$ cat src/rtl/amp_meter.sv
// Amplitude meter: programmable threshold table -> registered thermometer bar.
// Optional peak-hold/decay bar enabled by defining AMP_PEAK_HOLD_EN.
module amp_meter #(
  parameter int DATA_W    = 8,
  parameter int LEVELS    = 16,
  parameter int HOLD_CYC  = 1024,
  parameter int DECAY_CYC = 64,
  localparam int AW = $clog2(LEVELS),
  localparam int PW = $clog2(LEVELS + 1)
) (
  input  logic              clock,
  input  logic              rst_n,
  input  logic              data_valid,
  input  logic [DATA_W-1:0] data,
  input  logic              thr_we,
  input  logic [AW-1:0]     thr_addr,
  input  logic [DATA_W-1:0] thr_wdata,
  input  logic              peak_clr,
  output logic              out_valid,
  output logic [LEVELS-1:0] ap,
  output logic [PW-1:0]     peak_lvl,
  output logic [LEVELS-1:0] peak_ap
);

  // Square-law default: ((k+1)^2 * 2^DATA_W) / LEVELS^2, clipped to full scale.
  function automatic logic [DATA_W-1:0] thr_default(input int k);
    longint unsigned kk, ll, num, full;
    kk   = 64'(k) + 64'd1;
    ll   = 64'(LEVELS);
    full = (64'd1 << DATA_W) - 64'd1;
    num  = ((kk * kk) << DATA_W) / (ll * ll);
    if (num > full) num = full;
    return num[DATA_W-1:0];
  endfunction

  logic [LEVELS-1:0] cmp;
  logic [LEVELS-1:0] ap_q, ap_d;
  logic              vld_q;

  // Out-of-range addresses match no entry, so such writes fall away naturally.
  for (genvar k = 0; k < LEVELS; k++) begin : g_thr
    logic [DATA_W-1:0] thr_q;
    always_ff @(posedge clock or negedge rst_n) begin
      if (!rst_n)
        thr_q <= thr_default(k);
      else if (thr_we && (thr_addr == AW'(k)))
        thr_q <= thr_wdata;
    end
    assign cmp[k] = (data > thr_q);
  end

  assign ap_d = data_valid ? cmp : ap_q;

  // Stage boundary: compare vector -> registered bar
  always_ff @(posedge clock or negedge rst_n) begin
    if (!rst_n) begin
      ap_q  <= '0;
      vld_q <= 1'b0;
    end else begin
      ap_q  <= ap_d;
      vld_q <= data_valid;
    end
  end

  assign ap        = ap_q;
  assign out_valid = vld_q;

`ifdef AMP_PEAK_HOLD_EN
  localparam int HW = $clog2(HOLD_CYC + 1);
  localparam int DW = $clog2(DECAY_CYC + 1);

  typedef enum logic [1:0] {P_IDLE, P_HOLD, P_DECAY} pstate_t;

  function automatic logic [PW-1:0] popcount(input logic [LEVELS-1:0] v);
    logic [PW-1:0] c;
    c = '0;
    for (int i = 0; i < LEVELS; i++) c = c + PW'(v[i]);
    return c;
  endfunction

  function automatic logic [LEVELS-1:0] therm(input logic [PW-1:0] l);
    logic [LEVELS-1:0] t;
    for (int i = 0; i < LEVELS; i++) t[i] = (i < int'(l));
    return t;
  endfunction

  pstate_t           st_q, st_d;
  logic [PW-1:0]     lvl, peak_q, peak_d;
  logic [HW-1:0]     hold_q, hold_d;
  logic [DW-1:0]     dec_q, dec_d;
  logic [LEVELS-1:0] peak_ap_q;

  assign lvl = popcount(cmp);

  always_comb begin
    st_d   = st_q;
    peak_d = peak_q;
    hold_d = hold_q;
    dec_d  = dec_q;
    if (peak_clr) begin
      st_d   = P_IDLE;
      peak_d = '0;
      hold_d = '0;
      dec_d  = '0;
    end else if (data_valid && (lvl >= peak_q)) begin
      st_d   = P_HOLD;
      peak_d = lvl;
      hold_d = HW'(HOLD_CYC);
      dec_d  = '0;
    end else begin
      case (st_q)
        P_HOLD: begin
          hold_d = hold_q - 1'b1;
          if (hold_q == HW'(1)) st_d = (peak_q == '0) ? P_IDLE : P_DECAY;
        end
        P_DECAY: begin
          if (dec_q == DW'(DECAY_CYC - 1)) begin
            dec_d  = '0;
            peak_d = peak_q - 1'b1;
            if (peak_q == PW'(1)) st_d = P_IDLE;
          end else begin
            dec_d = dec_q + 1'b1;
          end
        end
        default: ;
      endcase
    end
  end

  // Stage boundary: peak state and its thermometer registered together
  always_ff @(posedge clock or negedge rst_n) begin
    if (!rst_n) begin
      st_q      <= P_IDLE;
      peak_q    <= '0;
      hold_q    <= '0;
      dec_q     <= '0;
      peak_ap_q <= '0;
    end else begin
      st_q      <= st_d;
      peak_q    <= peak_d;
      hold_q    <= hold_d;
      dec_q     <= dec_d;
      peak_ap_q <= therm(peak_d);
    end
  end

  assign peak_lvl = peak_q;
  assign peak_ap  = peak_ap_q;
`else
  logic unused_peak_clr;
  assign unused_peak_clr = peak_clr;
  assign peak_lvl        = '0;
  assign peak_ap         = '0;
`endif

endmodule

$ cat config.mk
export PLATFORM = sky130hd
export DESIGN_NAME = amp_meter
export DESIGN_NICKNAME = d
export VERILOG_FILES = /design/src/rtl/amp_meter.sv
export SDC_FILE = /design/constraint.sdc
export NUM_CORES = 1
export LEC_CHECK = 0
export CORE_MARGIN = 2
export CORE_UTILIZATION = 45
export DETAILED_ROUTE_END_ITERATION = 10
export PLACE_DENSITY = 0.72
export SYNTH_ARGS = -nofsm -noshare
export SYNTH_HDL_FRONTEND = slang
export SYNTH_SLANG_ARGS = --single-unit
export TNS_END_PERCENT = 50
$ cat constraint.sdc
create_clock -name clock -period 2.1 [get_ports clock]
set_input_delay 0.42 -clock clock [delete_from_list [all_inputs] [get_ports clock]]
set_output_delay 0.42 -clock clock [all_outputs]
set_load 0.02 [all_outputs]
* After elaboration in Yosys (flattened, before gate mapping)
Index checks and enable logic that the tools add are counted.
Cells by class: reduce and logical (&&, ||, !) cells 17, equality and inequality tests 15, $lt $le $gt $ge 16
Operators with widths (count):
- > comparator 8 bit | 16
- == test 4 bit, second input constant | 8
- == test 4 x 3 -> 1 bit, second input constant | 4
- logical AND 1 bit | 16
- == test 4 x 2 -> 1 bit, second input constant | 2
- == test 4 x 1 -> 1 bit, second input constant | 1
- logical NOT 4 bit | 1
Storage, ports and cells: output and inout port bits 38, bits of input ports 25, logic and storage cells 66, register bits after elaboration 145

* Logic depth before layout (Yosys ltp)
word-level depth 2, depth in mapped cells 6, gate-level depth less buffers 6

* Worst setup path before layout
Ideal clock, no wire load.
kind input to register, start point in data[0], end point reg ap_q[0], in the netlist ap[0], data required time 1.977 ns, data arrival time 1.418 ns, buffers on the path 0, library setup time 0.123 ns, stages 6, setup slack 0.559 ns, cells stage by stage inv_1 ha_1 nor2b_1 o211ai_1 a21oi_1 o221a_2
Between the ends: word-level cells in the longest chain between the ends 1
RTL lines:
- from (decl) | line 14 | input logic [DATA_W-1:0] data,
- > comparator 8 bit | line 49 | assign cmp[k] = (data > thr_q);
- to (signal assigned) | line 60 | ap_q <= ap_d;
- to (decl) | line 37 | logic [LEVELS-1:0] ap_q, ap_d;
No other way between the ends. A chain may end at the register's enable or synchronous reset.

* Worst setup path after layout
start point reg ap_q[6], in the netlist ap[6], end point out ap[6]
RTL lines:
- to (decl) | line 20 | output logic [LEVELS-1:0] ap,
No word-level cell between the ends.

==> impl_metrics.ini <==
[logic_synthesis]
synth.cell_area_um2 = 8600
ys_top_cells_by_count = 128 x ha_1, 113 x inv_1, 104 x nand2_1
ys_warn_count = 0
yosysSeqAreaShare = 0.429
async_reset_ff_frac = 1.00
synth.area.top_cells = dfrtp_1 29%, ha_1 19%, dfstp_2 14%
yosys.area.top_type_share = 0.288
synth_seq_cells = 145
postSynthCellCount = 866
avgSynthCellArea_um2 = 9.93
synth_cell_types = 25
yosysMostFrequentCell = ha_1
synth_edf_count = 0
yosys.area.top_type = dfrtp_1
yosys_most_used_dff = dfrtp_1

[layout]
finalInstanceArea_um2 = 10200
fin_util = 0.544
drive_above_1_share = 0.198
n_fill_cell = 1599
nets = 1090
regArea_um2 = 3690
syn_to_final_growth_pct = 18.3
final_cell_count_no_fill = 1184
multiInputGateArea_um2 = 4300
diodes = 0

[timing]
post-route-period-util = 0.892
fin_crit_ns = 1.87
setup_viol = 0
worstMarginPinSlew_ns = 0.704
hold_violations = 0
whs_ns = 0.392
slew_headroom = 0.529
rsz0062_at_grt = no
slew_viol_final = 0
max_freq_ghz = 0.534
skew_ns = 0.00928

[cts]
cts_inserted_buffers = 17
clkTransAtPathRegs_ns = 0.06
cts_buffer_depth = 2
cts_resized = 0
clkLatencyLatePin_ns = 0.43
numClockSinks = 145
h-tree-depth = 4
cts_root_buf = clkbuf_16
cts_tree = built

[routing]
drt_iter0_drc = 366
ant_nets = 0
first_pass_iters = 4
wl_per_cell_um = 17.2
viasPerCell = 5.44
vias = 6436
wirelength_mm = 20.4
drc = 0

[power]
peakVddDrop_uv = 687
power_density_nw_per_um2 = 954
p_leak_nw = 4.66

[job]
maxCapViolations = 0

[worst_setup_path]
crit_buf_inv = 1
critPathCapture = ap[6]
crit_family = buffers and inverters
cp.arrival_ns = 1.45
worst-path-stages = 1
path_cells = clkdlybuf4s50_1
reg2reg_from = g_thr[15].thr_q[1]
critical-path-slowest-cell = clkdlybuf4s50_1
crit_type = reg2out
startpoint_type = register
max_stage_delay_ns = 0.63
regToRegSetupSlack_ns = 0.52
cp.required_ns = 1.68
startpoint = ap[6]
path_max_fanout = 2
critPathCaptureType = output port
r2r-end = ap[15]
worstRegToRegCells = 6

[floorplan]
core_um2 = 18700
fp.dieArea_um2 = 20200
initial_core_util = 0.460
die_h_um = 142
io_pins = 63
num_rows = 50
die_w_um = 142

[outcome]
outcome = finished clean

[global_routing]
grt_pass1_wl_mm = 33.2
grt_pass1_vias = 6419
grt_max_degree = 50
grt_antenna_before_repair = 0
grt_overflow = 0
grt_usage = 0.216

[placement]
place_area_um2 = 9570
dp.cells = 1151
portBuffers = 40
hpwl_mm = 13.1
place_congestion = 0.822

[min_path]
min_path_type = in2reg
-- layout by cell type, fill, tap and decap left out, drive strengths merged --
cell / netlist / layout
a21o: 1 / 1
a21oi: 62 / 62
and2b: 1 / 1
buf: 26 / 42
bufinv: 0 / 3
clkbuf: 23 / 26
clkdlybuf4s50: 0 / 38
clkinv: 0 / 3
conb: 1 / 21
dfrtp: 99 / 99
dfstp: 46 / 46
dlygate4sd3: 0 / 1
ha: 128 / 128
inv: 113 / 113
mux2: 58 / 58
nand2: 104 / 104
nand2b: 4 / 4
nand3: 1 / 1
nand3b: 2 / 2
nand4: 33 / 33
nand4b: 1 / 1
nor2: 26 / 26
nor2b: 16 / 16
nor3b: 1 / 1
o211ai: 31 / 31
o21ai: 70 / 70
o221a: 16 / 16
or3: 3 / 3
-- flip-flops by register name (all words and copies together) (netlist names) --
signal       flops
ap              16
g_thr.thr_q    128
out_valid        1
-- metrics by stage --
stage | setup WS (ns) | total power [W] | setup TNS (ns)
floorplan | 0.559 | 0.00574 | 0
global placement | -0.111 | 0.00648 | -1.97
detailed placement | -0.116 | 0.00664 | -2.61
CTS | 0.211 | 0.00976 | 0
global route | 0.185 | 0.0103 | 0
finish | 0.226 | 0.00970 | 0
-- report_power, final --
group / switching (W) / internal [W]
combinational: 0.00148 / 0.00127
sequential: 0.000275 / 0.00360
clock: 0.00112 / 0.00196
total: 0.00287 / 0.00684
-- what timing repair did --
action	4_1_cts	5_1_grt
hold endpoints to repair	26	0
setup endpoints to repair	0	0
hold buffers	1	0
setup buffers	0	0
-- worst min-delay path by stage --
stage / startpoint / to / cells past startpoint
finish: data_valid / out_valid / 2
floorplan: rst_n / ap[0] / 0
global route: data_valid / out_valid / 2
CTS: data_valid / out_valid / 2
global placement: rst_n / g_thr[8].thr_q[2] / 1
detailed placement: rst_n / g_thr[8].thr_q[2] / 1
-- routing by layer --
layer,part of all wire,global-route usage
met1,0.48,0.299
met5,0,0
met2,0.47,0.347
met4,0.018,0.0616
met3,0.041,0.0427
-- cell type report --
| type | instances | share of cell area |
|---|---|---|
| clock buffers | 26 | 0.0481 |
| clock inverters | 6 | 0.0103 |
| inverters | 113 | 0.0417 |
| multi-input cells | 579 | 0.422 |
| flip-flops and latches | 145 | 0.362 |
| well taps | 234 | 0.0288 |
| repair buffers | 81 | 0.0867 |
-- cell families (layout without fill, tap and decap cells) --
kind of cell / count (synthesis) / count (layout) / synth area share
other: 1 / 21 / 0.000436
AND/OR/NAND/NOR: 192 / 192 / 0.103
adder cells (fa/ha/maj): 128 / 128 / 0.186
AO/OA/AOI/OAI: 180 / 180 / 0.126
flip-flops: 145 / 145 / 0.429
multiplexers: 58 / 58 / 0.0759
buffers and inverters: 162 / 226 / 0.0806
Note: power is estimated with default switching activity, not from simulation.
